## src/rtl/ram_pkg.sv

```systemverilog
// Shared types and constants for the two-master RAM arbiter.
package ram_pkg;

    typedef enum logic [1:0] {
        IDLE  = 2'd0,
        ISSUE = 2'd1,
        WAIT  = 2'd2
    } state_t;

    localparam logic [1:0] SZ_B = 2'd0;
    localparam logic [1:0] SZ_H = 2'd1;
    localparam logic [1:0] SZ_W = 2'd2;

endpackage

```

## src/rtl/ram_arb_arb2.sv

```systemverilog
// Two-input grant selection with a last-grant pointer for round-robin mode.
module arb2 #(
    parameter int RR = 1
) (
    input  logic       clk,
    input  logic       rst,
    input  logic [1:0] req,
    input  logic       take,
    output logic       gnt
);

    logic last;

    // Pointer resets to 1 so that master 0 wins the first contested grant.
    always_comb begin
        gnt = 1'b0;
        if (req == 2'b10)
            gnt = 1'b1;
        else if (req == 2'b11 && RR != 0)
            gnt = ~last;
    end

    always_ff @(posedge clk) begin
        if (rst)
            last <= 1'b1;
        else if (take)
            last <= gnt;
    end

endmodule

```

## src/rtl/ram_arb.sv

```systemverilog
// Arbitrates two masters onto a single RAM port with completion timeout.
module ram_arb
    import ram_pkg::*;
#(
    parameter int RR      = 1,
    parameter int TIMEOUT = 16
) (
    input  logic        clk,
    input  logic        rst,
    input  logic        m0_valid,
    input  logic        m0_write,
    input  logic [31:0] m0_addr,
    input  logic [1:0]  m0_size,
    input  logic [31:0] m0_wdata,
    output logic        m0_ready,
    output logic        m0_err,
    output logic [31:0] m0_rdata,
    input  logic        m1_valid,
    input  logic        m1_write,
    input  logic [31:0] m1_addr,
    input  logic [1:0]  m1_size,
    input  logic [31:0] m1_wdata,
    output logic        m1_ready,
    output logic        m1_err,
    output logic [31:0] m1_rdata,
    output logic        s_valid,
    output logic        s_write,
    output logic [31:0] s_addr,
    output logic [1:0]  s_size,
    output logic [31:0] s_wdata,
    input  logic        s_ready,
    input  logic [31:0] s_rdata
);

    state_t     state;
    logic       gnt_q;
    logic       win;
    logic       take;
    logic [7:0] cnt;
    logic       tmo;
    logic       done;

    assign take = (state == IDLE) && (m0_valid || m1_valid);

    arb2 #(.RR(RR)) u_arb (
        .clk  (clk),
        .rst  (rst),
        .req  ({m1_valid, m0_valid}),
        .take (take),
        .gnt  (win)
    );

    assign tmo     = (state == WAIT) && !s_ready && (cnt == 8'(TIMEOUT - 1));
    // Completion is suppressed while rst is high so no pulse escapes a reset.
    assign done    = !rst && (state == WAIT) && (s_ready || tmo);
    assign s_valid = (state == ISSUE);

    always_comb begin
        m0_ready = done && !gnt_q;
        m1_ready = done && gnt_q;
        m0_err   = m0_ready && !s_ready;
        m1_err   = m1_ready && !s_ready;
        m0_rdata = (m0_ready && s_ready) ? s_rdata : '0;
        m1_rdata = (m1_ready && s_ready) ? s_rdata : '0;
    end

    always_ff @(posedge clk) begin
        if (rst) begin
            state   <= IDLE;
            gnt_q   <= 1'b0;
            cnt     <= '0;
            s_write <= 1'b0;
            s_addr  <= '0;
            s_size  <= '0;
            s_wdata <= '0;
        end else begin
            case (state)
                IDLE: begin
                    if (take) begin
                        gnt_q <= win;
                        if (win) begin
                            s_write <= m1_write;
                            s_addr  <= m1_addr;
                            s_size  <= m1_size;
                            s_wdata <= m1_wdata;
                        end else begin
                            s_write <= m0_write;
                            s_addr  <= m0_addr;
                            s_size  <= m0_size;
                            s_wdata <= m0_wdata;
                        end
                        state <= ISSUE;
                    end
                end
                ISSUE: begin
                    cnt   <= '0;
                    state <= WAIT;
                end
                WAIT: begin
                    if (s_ready || tmo)
                        state <= IDLE;
                    else
                        cnt <= cnt + 8'd1;
                end
                default: state <= IDLE;
            endcase
        end
    end

endmodule

```

## config.mk

```make
export PLATFORM = sky130hd
export DESIGN_NAME = ram_arb
export DESIGN_NICKNAME = d
export VERILOG_FILES = /design/src/rtl/ram_pkg.sv /design/src/rtl/ram_arb_arb2.sv /design/src/rtl/ram_arb.sv
export SDC_FILE = /design/constraint.sdc
export NUM_CORES = 1
export LEC_CHECK = 0
export ABC_AREA = 0
export CAP_MARGIN = 20
export CELL_PAD_IN_SITES_DETAIL_PLACEMENT = 1
export CELL_PAD_IN_SITES_GLOBAL_PLACEMENT = 2
export CORE_MARGIN = 8
export CORE_UTILIZATION = 18
export CTS_BUF_LIST = sky130_fd_sc_hd__clkbuf_2 sky130_fd_sc_hd__clkbuf_4 sky130_fd_sc_hd__clkbuf_8
export CTS_CLUSTER_DIAMETER = 50
export CTS_CLUSTER_SIZE = 28
export DETAILED_ROUTE_END_ITERATION = 16
export MAX_ROUTING_LAYER = met4
export PLACE_DENSITY_LB_ADDON = 0.1
export RECOVER_POWER = 50
export SLEW_MARGIN = 20
export SYNTH_ARGS = -nofsm -noshare
export SYNTH_HDL_FRONTEND = slang
export SYNTH_SLANG_ARGS = --single-unit
```

## constraint.sdc

```tcl
create_clock -name clk -period 1.7 [get_ports clk]
set_input_delay 0.255 -clock clk [delete_from_list [all_inputs] [get_ports clk]]
set_output_delay 0.255 -clock clk [all_outputs]
set_load 0.01 [all_outputs]
```

Word-level counts from Yosys, hierarchy flattened

Index checks and enable logic that the tools add are counted.

Bits in registers: 79
Bits of input ports: 171
Output and inout port bits: 136
Logic and storage cells: 52

Add/sub/neg operators: 1
Equal/unequal tests: 8
Mux-type cells: 13
Bitwise operators: 1
Reductions and logical operators: 21

Operators with widths:

| operator                                                         | number |
|---|---|
| 32-bit 2-to-1 mux                                                | 4 |
| 8-bit one-hot mux with 2 select lines                            | 1 |
| 1-bit logical AND                                                | 11 |
| 8-bit by 1-bit adder with 8-bit output (second input constant)   | 1 |
| 8-bit by 4-bit == test with 1-bit output (second input constant) | 1 |
| 8-bit 2-to-1 mux                                                 | 1 |
| 2-bit == test (second input constant)                            | 3 |
| 2-bit 2-to-1 mux                                                 | 3 |
| 2-bit one-hot mux with 3 select lines                            | 1 |
| 2-bit AND reduction                                              | 3 |
| 2-bit != test (second input constant)                            | 2 |
| 1-bit logical NOT                                                | 3 |
| 1-bit 2-to-1 mux                                                 | 3 |
| 2-bit by 1-bit == test with 1-bit output (second input constant) | 1 |
| 2-bit logical NOT                                                | 1 |
| 1-bit logical OR                                                 | 2 |
| 2-bit by 1-bit != test with 1-bit output (second input constant) | 1 |
| 2-bit nonzero test                                               | 1 |
| 1-bit NOT                                                        | 1 |

Logic depth before layout (Yosys ltp)

Gate-level depths: netlist (run 1).

Word-level depth: 8
Depth in mapped cells: 6
Depth with buffers taken out: 5

By module

A second synthesis (run 1) with hierarchy kept.

Cell total of the unflattened synthesis: 447
Area, all modules: 4,022.6 µm²

Modules (own cells, without submodules):

| module  | times used | cells each | area each (µm²) | seq. area each (µm²) |
|---|---|---|---|---|
| ram_arb | 1          | 443        | 3,980.1         | 1,561.5 |
| arb2    | 1          | 4          | 42.5            | 20.0 |

Worst setup path before layout (run 1)

OpenSTA, ideal clock, no wires.

Path kind: input to output
Start: input rst
End: output m0_rdata[10]
Arrival time: 1,354 ps
Required time: 1,445 ps
Slack: 91 ps
Cell stages on the path: 5
Buffers on the path: 2
Path through: clkbuf_1 > nor3b_1 > and3_1 > clkbuf_1 > and2_1

Word-level cells in the longest chain between the ends: 6

RTL lines:

| item                           | line          | source |
|---|---|---|
| start: declaration             | ram_arb.sv:9  | `input logic rst,` |
| 1-bit logical NOT              | ram_arb.sv:55 | `assign done = !rst && (state == WAIT) && (s_ready \|\| tmo);` |
| 1-bit logical AND (2 in a row) | ram_arb.sv:55 |  |
| 1-bit logical AND              | ram_arb.sv:59 | `m0_ready = done && !gnt_q;` |
| 1-bit logical AND              | ram_arb.sv:63 | `m0_rdata = (m0_ready && s_ready) ? s_rdata : '0;` |
| 32-bit 2-to-1 mux              | ram_arb.sv:63 |  |
| end: declaration               | ram_arb.sv:17 | `output logic [31:0] m0_rdata,` |

Every way passes these cells.

Worst setup path in the final report (run 1)

Start: register cnt[7]
End: output m1_err

Word-level cells in the longest chain between the ends: 6

RTL lines:

| item                                     | line           | source |
|---|---|---|
| start: declaration                       | ram_arb.sv:39  | `logic [7:0] cnt;` |
| start signal: assignment                 | ram_arb.sv:103 | `cnt <= cnt + 8'd1;` |
| 8-bit by 4-bit == test with 1-bit output | ram_arb.sv:53  | `assign tmo = (state == WAIT) && !s_ready && (cnt == 8'(TIMEOUT - 1));` |
| 1-bit logical AND                        | ram_arb.sv:53  |  |
| 1-bit logical OR                         | ram_arb.sv:55  |  |
| 1-bit logical AND                        | ram_arb.sv:55  |  |
| 1-bit logical AND                        | ram_arb.sv:60  | `m1_ready = done && gnt_q;` |
| 1-bit logical AND                        | ram_arb.sv:62  | `m1_err = m1_ready && !s_ready;` |
| end: declaration                         | ram_arb.sv:24  | `output logic m1_err,` |

Every way passes these cells.

==> impl_metrics.json, run 1 <==
{
  "synth_cell_types": 35,
  "fin_nets": 955,
  "setup_viol": 71,
  "area_delta_synth_final_pct": 108,
  "ys_seq_area_frac": 0.396,
  "io-pin-count": 307,
  "slew_violations": 0,
  "crit_family": "buffers and inverters",
  "grt_pass1_vias": 5009,
  "antenna_left": 0,
  "postCtsHoldBufs": 0,
  "cts_max_level": 3,
  "wl_per_cell_um": 18.0,
  "dieArea_um2": 27200,
  "cts_made_buffers": 9,
  "cts_tree": "built",
  "violations": "negative setup slack",
  "finalWorstSetupSlack_ns": -0.243,
  "outcome": "complete, but fails checks",
  "drtPass1Iterations": 4,
  "avgSynthCellArea_um2": 8.90,
  "cp.required_ns": 1.44,
  "die_w_um": 165,
  "hold_ws_ns": 0.500,
  "holdCritPathClass": "register to register",
  "cp-end-kind": "output pin",
  "power.density_nw_per_um2": 650,
  "place_congestion": 0.768,
  "hold_viol": 0,
  "cp_slowest_cell": "dfxtp_2",
  "synth_warnings": 0,
  "antenna_cells": 0,
  "rows": 54,
  "period_minus_slack_ns": 1.94,
  "max_stage_delay_ns": 0.34,
  "worst_pin_slew_ns": 0.985,
  "final_common_cell": "clkdlybuf4s50_1",
  "cp.arrival_ns": 1.69,
  "grt.total_usage": 0.134,
  "clock_skew_ns": 0.00908,
  "leakagePower_nw": 3.38,
  "syn_nets": 621,
  "rsz0062_at_grt": "true",
  "overflow": 0,
  "crit_path_start_kind": "register",
  "drive_above_1_share": 0.283,
  "coreArea_um2": 21800,
  "portBuffers": 306,
  "timing.critical_path.cells": "nor4_4 > buf_4 > a21o_1 > nand2_2 > buf_6 > nor3_2 > buf_2",
  "path_class": "register to output pin",
  "clkTransAtPathRegs_ns": 0.08,
  "cts_buffer_depth": 2,
  "place_ws_ns": -0.519,
  "synthCells": 449,
  "relSlewSlack": 0.343,
  "drtIter0Drc": 97,
  "synth_area_um2": 4000,
  "wirelength_um": 19200,
  "vias": 4574,
  "num-fill-cells": 2405,
  "hpwlAfterDp_um": 15100,
  "grt_pass1_wl_um": 27400,
  "period_share": 1.14,
  "cap_violations": 0,
  "finalSetupTns_ns": -14.34,
  "drc": 0,
  "die_h_um": 165,
  "start_util": 0.183,
  "power_w": 0.00540,
  "crit_fanout": 3,
  "routed_via_density": 4.29,
  "clock-root-buffer": "clkbuf_8",
  "ys_ff_latch": 79,
  "critical_path_buf_inv_count": 3,
  "fmax_ghz": 0.515,
  "insertion_delay_ns": 0.36,
  "grt_max_degree": 47,
  "vdd_drop_max_mv": 0.294,
  "final_cell_mix": "210 x clkdlybuf4s50_1, 74 x dfxtp_1, 72 x nor2_1, 72 x buf_6, 68 x mux2i_1",
  "antenna_found_initial": 0,
  "clock_sinks": 79
}
[logic make-up (layout without fill, tap and decap cells)]
group	count (synthesis)	in the layout	share of synthesized area
multiplexers	68	68	0.170
buffers and inverters	42	380	0.0542
flip-flops	79	79	0.396
AO/OA/AOI/OAI	86	86	0.156
AND/OR/NAND/NOR	172	172	0.219
XOR/XNOR	1	1	0.00219
adder cells (fa/ha/maj)	1	1	0.00313
[through the flow]
stage | util | cell area, µm² | instances
final | 0.381 | 8320 | 1067
after CTS | 0.352 | 7670 | 1062
after floorplan | - | 4000 | 449
after detailed placement | 0.351 | 7660 | 1044
after global placement | 0.351 | 7660 | 1044
after global routing | 0.381 | 8320 | 1067
[Yosys cell counts, drive strengths merged]
cell type	n	area share
o211ai	1	0.0019
a21o	3	0.0056
a21boi	1	0.0019
xnor2	1	0.0022
mux2i	68	0.17
ha	1	0.0031
nand2	7	0.0066
or4	1	0.0019
nor3b	1	0.0019
a22oi	2	0.0038
a211oi	67	0.13
o21a	1	0.0019
nor2	74	0.070
or2	2	0.0031
inv	3	0.0028
a21oi	6	0.0075
o21ai	3	0.0038
or3	2	0.0031
a31oi	1	0.0016
buf	22	0.035
nand3b	2	0.0038
nand2b	2	0.0031
nand4b	1	0.0022
or3b	1	0.0028
dfxtp	79	0.40
and3	3	0.0047
nor3	4	0.0050
nand3	6	0.0075
clkbuf	17	0.016
and2	64	0.10
nor4	1	0.0016
nor2b	1	0.0016
o31ai	1	0.0019
[registers in the layout (all words and copies together) (netlist names)]
register / count
s_wdata: 32
state: 2
gnt_q: 1
u_arb.last: 1
s_size: 2
cnt: 8
s_write: 1
s_addr: 32
[report_power, final]
| group | switching (W) | internal [W] |
|---|---|---|
| logic | 0.000764 | 0.00102 |
| registers | 0.000105 | 0.00206 |
| clock network | 0.000691 | 0.000765 |
| total | 0.00156 | 0.00384 |
[repair_timing]
action	4_1_cts	5_1_grt
buffers inserted	2	1
resized for setup	300	151
endpoints found under the setup margin	70	70
pin swaps	5	52
cloned	2	4
[metal layers]
| metal | part of all wire | up-vias | GRT usage | wire length (µm) |
|---|---|---|---|---|
| met2 | 0.50 | 214 | 0.234 | 9520 |
| met1 | 0.38 | 2091 | 0.133 | 7250 |
| li1 | - | 2245 | - | - |
| met4 | 0.021 | 0 | 0.0381 | 397 |
| met3 | 0.10 | 24 | 0.0581 | 2000 |
| met5 | 0 | - | - | 0 |
[final timing paths]
path                          start                endpoint  slack [ns]  cells past startpoint
max             cnt[7]$_SDFFE_PP0P_                  m1_err       -0.24                      7
min          s_addr[1]$_SDFFE_PP0P_  s_addr[1]$_SDFFE_PP0P_        0.50                      2
max reg2reg   state[1]$_SDFFE_PP0P_     cnt[3]$_SDFFE_PP0P_           0                      5
min reg2reg  s_addr[1]$_SDFFE_PP0P_  s_addr[1]$_SDFFE_PP0P_        0.50                      2
[tightest hold or removal path, stage by stage (launching register included)]
cell	delay [ns]
dfxtp_1	0.32
nor2_1	0.09
a211oi_1	0.05
[final cells by class]
type	instances	area, µm²	share of cell area
Inverter	3	11.3	0.00135
Timing Repair Buffer	362	3720	0.448
Clock inverter	3	42.5	0.00512
Sequential cell	79	1590	0.191
Multi-Input combinational cell	328	2440	0.294
Tap cell	280	350	0.0421
Clock buffer	12	159	0.0191
Note: power is estimated with default switching activity, not from simulation.
==> run 2, diff against run 1 <==
--- a/config.mk
+++ b/config.mk
@@ -9,10 +9,10 @@
 export CAP_MARGIN = 20
 export CELL_PAD_IN_SITES_DETAIL_PLACEMENT = 1
 export CELL_PAD_IN_SITES_GLOBAL_PLACEMENT = 2
-export CORE_MARGIN = 8
+export CORE_MARGIN = 4
 export CORE_UTILIZATION = 18
 export CTS_BUF_LIST = sky130_fd_sc_hd__clkbuf_2 sky130_fd_sc_hd__clkbuf_4 sky130_fd_sc_hd__clkbuf_8
-export CTS_CLUSTER_DIAMETER = 50
+export CTS_CLUSTER_DIAMETER = 80
 export CTS_CLUSTER_SIZE = 28
 export DETAILED_ROUTE_END_ITERATION = 16
 export MAX_ROUTING_LAYER = met4
==> run 2 against run 1 <==
Compared with the run above: the flow still finishes with violations (negative setup slack); clock skew grew 0.0041 ns; non-clock buffer count grew 2; sequential share of layout area shrank 0.075 points; power grew 4.1%.
==> impl_metrics.json, run 2 (synthesis gave the netlist of run 1 again) <==
{
  "worstRegToRegCells": 5,
  "clkTransAtPathRegs_ns": 0.09,
  "overflow": 0,
  "max_stage_delay_ns": 0.34,
  "clock-root-buffer": "clkbuf_8",
  "p_clk_frac": 0.301,
  "cts_buffer_depth": 2,
  "grt_pass1_wl_um": 26000,
  "power.density_nw_per_um2": 674,
  "critical_path_buf_inv_count": 3,
  "clock_skew_ns": 0.0132,
  "switching_share": 0.275,
  "drtIter0Drc": 168,
  "cts_made_buffers": 9,
  "r2r-start": "state[0]$_SDFFE_PP0P_",
  "final_common_cell": "clkdlybuf4s50_1",
  "drtPass1Iterations": 4,
  "clock_sinks": 79,
  "cts_tree": "built",
  "regArea_um2": 1590,
  "coreArea_um2": 21800,
  "reg2reg_slack_ns": 0.03,
  "seqPwrFrac": 0.385,
  "crit_family": "simple AND/OR/NAND/NOR gates",
  "finalSetupTns_ns": -11.56,
  "period_share": 1.16,
  "cp_slowest_cell": "dfxtp_2",
  "timing.critical_path.cells": "nor4_4 > buf_4 > a21o_1 > nand2_2 > buf_6 > nor3_2 > buf_2",
  "reg_top3": "s_addr (32), s_wdata (32), cnt (8)",
  "min_from": "s_addr[2]$_SDFFE_PP0P_",
  "place_congestion": 0.925,
  "fin_nets": 957,
  "place_ws_ns": -0.593,
  "violations": "negative setup slack",
  "die_w_um": 157,
  "rsz0062_at_grt": "true",
  "cap_violations": 0,
  "leakagePower_nw": 3.46,
  "worst_pin_slew_ns": 0.657,
  "die_h_um": 157,
  "p_int_w": 0.00408,
  "wirelength_um": 17700,
  "crit_fanout": 3,
  "fin_cells": 1071,
  "dieArea_um2": 24600,
  "area_delta_synth_final_pct": 109,
  "antenna_left": 0,
  "routed_via_density": 4.28,
  "holdCritPathClass": "register to register",
  "hold_viol": 0,
  "hold_depth": 2,
  "io-pin-count": 307,
  "slew_violations": 0,
  "finalWorstSetupSlack_ns": -0.264,
  "grt.total_usage": 0.140,
  "rows": 54,
  "path_class": "register to output pin",
  "drive_above_1_share": 0.277,
  "insertion_delay_ns": 0.36,
  "share_comb_of_total_power": 0.314,
  "multiInputGateArea_um2": 2420,
  "cp.arrival_ns": 1.71,
  "grt_max_degree": 48,
  "start_util": 0.183,
  "r2r_end": "cnt[3]$_SDFFE_PP0P_",
  "setup_viol": 71,
  "period_minus_slack_ns": 1.96,
  "final_util": 0.382,
  "fmax_ghz": 0.509,
  "antenna_found_initial": 1,
  "place_inst": 1047,
  "cp.required_ns": 1.44,
  "hold-path-endpoint": "s_addr[2]$_SDFFE_PP0P_",
  "cts_max_level": 3,
  "drc": 0,
  "crit_path_start_kind": "register",
  "grt_pass1_vias": 4775,
  "portBuffers": 306,
  "cp-end-kind": "output pin",
  "vias": 4584,
  "hpwlAfterDp_um": 13900,
  "wl_per_cell_um": 16.6,
  "final_cell_mix": "195 x clkdlybuf4s50_1, 75 x dfxtp_1, 73 x nor2_1",
  "num-fill-cells": 2435,
  "outcome": "complete, but fails checks",
  "switching_power_w": 0.00155,
  "vdd_drop_max_mv": 0.448,
  "relSlewSlack": 0.562
}
==> run 2: changes by cell type in the layout (fill, tap and decap cells not counted), sizes merged <==
cell,before,now
clkdlybuf4s50,210,195
dlygate4sd3,25,40
buf,115,119
bufinv,1,2
clkinv,1,0
clkinvlp,1,0
diode,0,1
==> run 2: worst register-to-register path, stage by stage (launching register included) <==
cell and delay, ns:
dfxtp_2 0.34, clkbuf_1 0.12, or3b_4 0.40, a21o_1 0.20
or4_1 0.50, nand2_1 0.08
==> run 2: final cells by class <==
class,count,share of cell area
Clock inverter,2,0.00720
Clock buffer,14,0.0223
Sequential cell,79,0.190
Timing Repair Buffer,364,0.447
Multi-Input combinational cell,328,0.290
Tap cell,280,0.0420
Antenna cell,1,0.000300
Inverter,3,0.00135
==> run 2: power by group through the flow <==
stage | Clock, W | Combinational [W] | Sequential (W)
floorplan | 0 | 0.000607 | 0.00230
global placement | 0 | 0.00181 | 0.00220
detailed placement | 0 | 0.00183 | 0.00221
CTS | 0.00179 | 0.00183 | 0.00217
global route | 0.00186 | 0.00193 | 0.00220
finish | 0.00170 | 0.00177 | 0.00217
==> run 2: worst max path at each step <==
stage / startpoint / end / slack [ns] / depth (start not counted)
after floorplan: rst / m0_rdata[10] / 0.09 / 5
after global placement: cnt[7]$_SDFFE_PP0P_ / m0_err / -0.57 / 7
after detailed placement: cnt[7]$_SDFFE_PP0P_ / m0_err / -0.59 / 7
after CTS: cnt[5]$_SDFFE_PP0P_ / m0_err / -0.33 / 6
after global routing: cnt[5]$_SDFFE_PP0P_ / m1_err / -0.43 / 7
final: cnt[5]$_SDFFE_PP0P_ / m1_err / -0.26 / 7
==> run 2: repair_timing <==
| action | 4_1_cts | 5_1_grt |
|---|---|---|
| setup endpoints to repair | 70 | 69 |
| hold buffers | 0 | 0 |
| buffers inserted | 3 | 1 |
| resized for setup | 332 | 97 |
| gates cloned | 3 | 4 |
| pin swaps | 27 | 20 |
==> run 2: per-stage QoR <==
step	power [W]	instance area, µm²	hold WS [ns]
2_1_floorplan	0.00290	4000	0.436
3_3_place_gp	0.00401	7700	0.488
3_5_place_dp	0.00404	7700	0.494
4_1_cts	0.00580	7950	0.411
5_1_grt	0.00598	8340	0.520
6_report	0.00563	8340	0.498
==> run 2: routing by layer <==
| metal | vias up | routed length, µm | GRT usage |
|---|---|---|---|
| li1 | 2262 | - | - |
| met1 | 2083 | 6640 | 0.147 |
| met2 | 213 | 8900 | 0.246 |
| met3 | 26 | 1610 | 0.0423 |
| met4 | 0 | 590 | 0.0545 |
| met5 | - | 0 | - |
==> run 3, diff against run 2 <==
--- a/config.mk
+++ b/config.mk
@@ -22,3 +22,4 @@
 export SYNTH_ARGS = -nofsm -noshare
 export SYNTH_HDL_FRONTEND = slang
 export SYNTH_SLANG_ARGS = --single-unit
+export TNS_END_PERCENT = 20
==> run 3 against run 2 <==
Compared with the run above: the flow still finishes with violations (negative setup slack); count of clock-buffer cells in the layout did not move; wire length fell by 1.8%; first-iteration DRC count fell by 20%; register-to-register slack barely moved; power fell by 0.48%; cell count fell by 0.28%; sequential power barely moved; flip-flop and latch count did not move; clock power barely moved; global-route usage barely moved; clock skew barely moved; critical path type unchanged; critical endpoint unchanged; largest cell class unchanged; largest power group unchanged.
==> impl_metrics.json, run 3 (synthesis gave the netlist of run 1 again) <==
{
  "met3_length_um": 1660,
  "violations": "negative setup slack",
  "drtPass1Iterations": 4,
  "grt_pass1_vias": 4787,
  "crit_fanout": 3,
  "switching_share": 0.276,
  "drtIter0Drc": 135,
  "grt_pass1_wl_um": 26100,
  "cts_made_buffers": 9,
  "reg2reg_slack_ns": 0.03,
  "crit_path_start_kind": "register",
  "holdCritPathClass": "register to register",
  "place_congestion": 0.925,
  "leakagePower_nw": 3.35,
  "timing.critical_path.cells": "nor4_4 > buf_4 > a21o_1 > nand2_2 > buf_6 > nor3_2 > buf_2",
  "hold_viol": 0,
  "seqPwrFrac": 0.387,
  "finalWorstSetupSlack_ns": -0.272,
  "max_stage_delay_ns": 0.34,
  "die_h_um": 157,
  "met2_length_um": 8730,
  "relSlewSlack": 0.559,
  "final_util": 0.362,
  "clkTransAtPathRegs_ns": 0.09,
  "crit_family": "simple AND/OR/NAND/NOR gates",
  "drc": 0,
  "clock_sinks": 79,
  "power.density_nw_per_um2": 709,
  "place_ws_ns": -0.593,
  "place_inst": 1047,
  "vdd_drop_max_mv": 0.453,
  "reg_top3": "s_addr (32), s_wdata (32), cnt (8)",
  "setup_viol": 70,
  "insertion_delay_ns": 0.36,
  "area_delta_synth_final_pct": 97.7,
  "share_comb_of_total_power": 0.309,
  "drive_above_1_share": 0.217,
  "fin_nets": 954,
  "grt_max_degree": 48,
  "hpwlAfterDp_um": 13900,
  "p_clk_frac": 0.304,
  "final_cell_mix": "195 x clkdlybuf4s50_1, 75 x dfxtp_1, 73 x nor2_1",
  "critical_path_buf_inv_count": 3,
  "cp-startpoint": "cnt[5]$_SDFFE_PP0P_",
  "start_util": 0.183,
  "clock_skew_ns": 0.0130,
  "wirelength_um": 17400,
  "routed_via_density": 4.24,
  "final_common_cell": "clkdlybuf4s50_1",
  "cp.arrival_ns": 1.72,
  "antenna_found_initial": 1,
  "coreArea_um2": 21800,
  "r2r_end": "cnt[3]$_SDFFE_PP0P_",
  "cts_tree": "built",
  "path_class": "register to output pin",
  "cts_max_level": 3,
  "wl_per_cell_um": 16.3,
  "vias": 4524,
  "cts_buffer_depth": 2,
  "cp_slowest_cell": "dfxtp_2",
  "rows": 54,
  "p_int_w": 0.00406,
  "overflow": 0,
  "finalSetupTns_ns": -9.35,
  "rsz0062_at_grt": "true",
  "portBuffers": 306,
  "drt-met1-wl_um": 6660,
  "slew_violations": 0,
  "cp-end-kind": "output pin",
  "cap_violations": 0,
  "fin_cells": 1068,
  "clock-root-buffer": "clkbuf_8",
  "dieArea_um2": 24600,
  "fmax_ghz": 0.507,
  "r2r-start": "state[0]$_SDFFE_PP0P_",
  "postCtsHoldBufs": 0,
  "die_w_um": 157,
  "cp.required_ns": 1.44,
  "crit_cells": 7,
  "worstRegToRegCells": 5,
  "period_share": 1.16,
  "hold_ws_ns": 0.498,
  "antenna_left": 0,
  "period_minus_slack_ns": 1.97,
  "endpoint": "m1_err",
  "io-pin-count": 307,
  "worst_pin_slew_ns": 0.661,
  "grt.total_usage": 0.140,
  "switching_power_w": 0.00154,
  "highest_layer": "met4",
  "outcome": "complete, but fails checks"
}
-- run 3: cell count changes in the layout (fill, tap and decap cells not counted), moves of 2 or more --
| cell | previous run | this run |
|---|---|---|
| buf_6 | 65 | 19 |
| and2_1 | 4 | 49 |
| and2_4 | 60 | 15 |
| clkbuf_16 | 2 | 0 |
| buf_2 | 8 | 52 |
-- run 3: per-stage QoR --
stage	area [µm²]	power, W
finish	7900	0.00560
global route	7900	0.00595
CTS	7780	0.00580
detailed placement	7700	0.00404
global placement	7700	0.00401
floorplan	4000	0.00290
-- run 3: area by class of cell --
| type | count | area [µm²] |
|---|---|---|
| Multi-Input combinational cell | 328 | 2300 |
| Tap cell | 280 | 350 |
| Sequential cell | 79 | 1590 |
| Inverter | 3 | 11.3 |
| Clock buffer | 14 | 186 |
| Clock inverter | 2 | 60.1 |
| Fill cell | 2523 | 13900 |
| Antenna cell | 1 | 2.50 |
| Timing Repair Buffer | 361 | 3400 |
-- run 3: power groups by stage --
stage / Sequential [W] / Combinational, W / Clock [W]
2_1_floorplan: 0.00230 / 0.000607 / 0
6_report: 0.00217 / 0.00173 / 0.00170
3_5_place_dp: 0.00221 / 0.00183 / 0
4_1_cts: 0.00217 / 0.00183 / 0.00179
3_3_place_gp: 0.00220 / 0.00181 / 0
5_1_grt: 0.00220 / 0.00189 / 0.00186
-- run 3: tightest hold or removal path: stages (launching register included) --
cell and delay (ns):
dfxtp_1 0.31, nor2_1 0.09, a211oi_1 0.05
-- run 3: timing repair --
item,in CTS,in global routing
gates resized for setup,297,34
endpoints found under the setup margin,70,69
buffers inserted,2,1
pin swaps,27,9
cloned,3,0
-- run 3: how the worst min path moves through the flow --
stage,endpoint,cells after the start,slack [ns],start
global placement,s_addr[1]$_SDFFE_PP0P_,2,0.49,s_addr[1]$_SDFFE_PP0P_
global route,s_wdata[22]$_SDFFE_PP0P_,2,0.52,s_wdata[22]$_SDFFE_PP0P_
finish,s_addr[2]$_SDFFE_PP0P_,2,0.50,s_addr[2]$_SDFFE_PP0P_
detailed placement,s_wdata[10]$_SDFFE_PP0P_,2,0.49,s_wdata[10]$_SDFFE_PP0P_
CTS,cnt[1]$_SDFFE_PP0P_,3,0.41,rst
floorplan,state[0]$_SDFFE_PP0P_,2,0.44,m1_valid
-- run 3: metal layers --
metal / GRT usage / vias up
met2: 0.249 / 203
li1: - / 2254
met3: 0.0434 / 16
met5: - / -
met4: 0.0500 / 0
met1: 0.147 / 2051
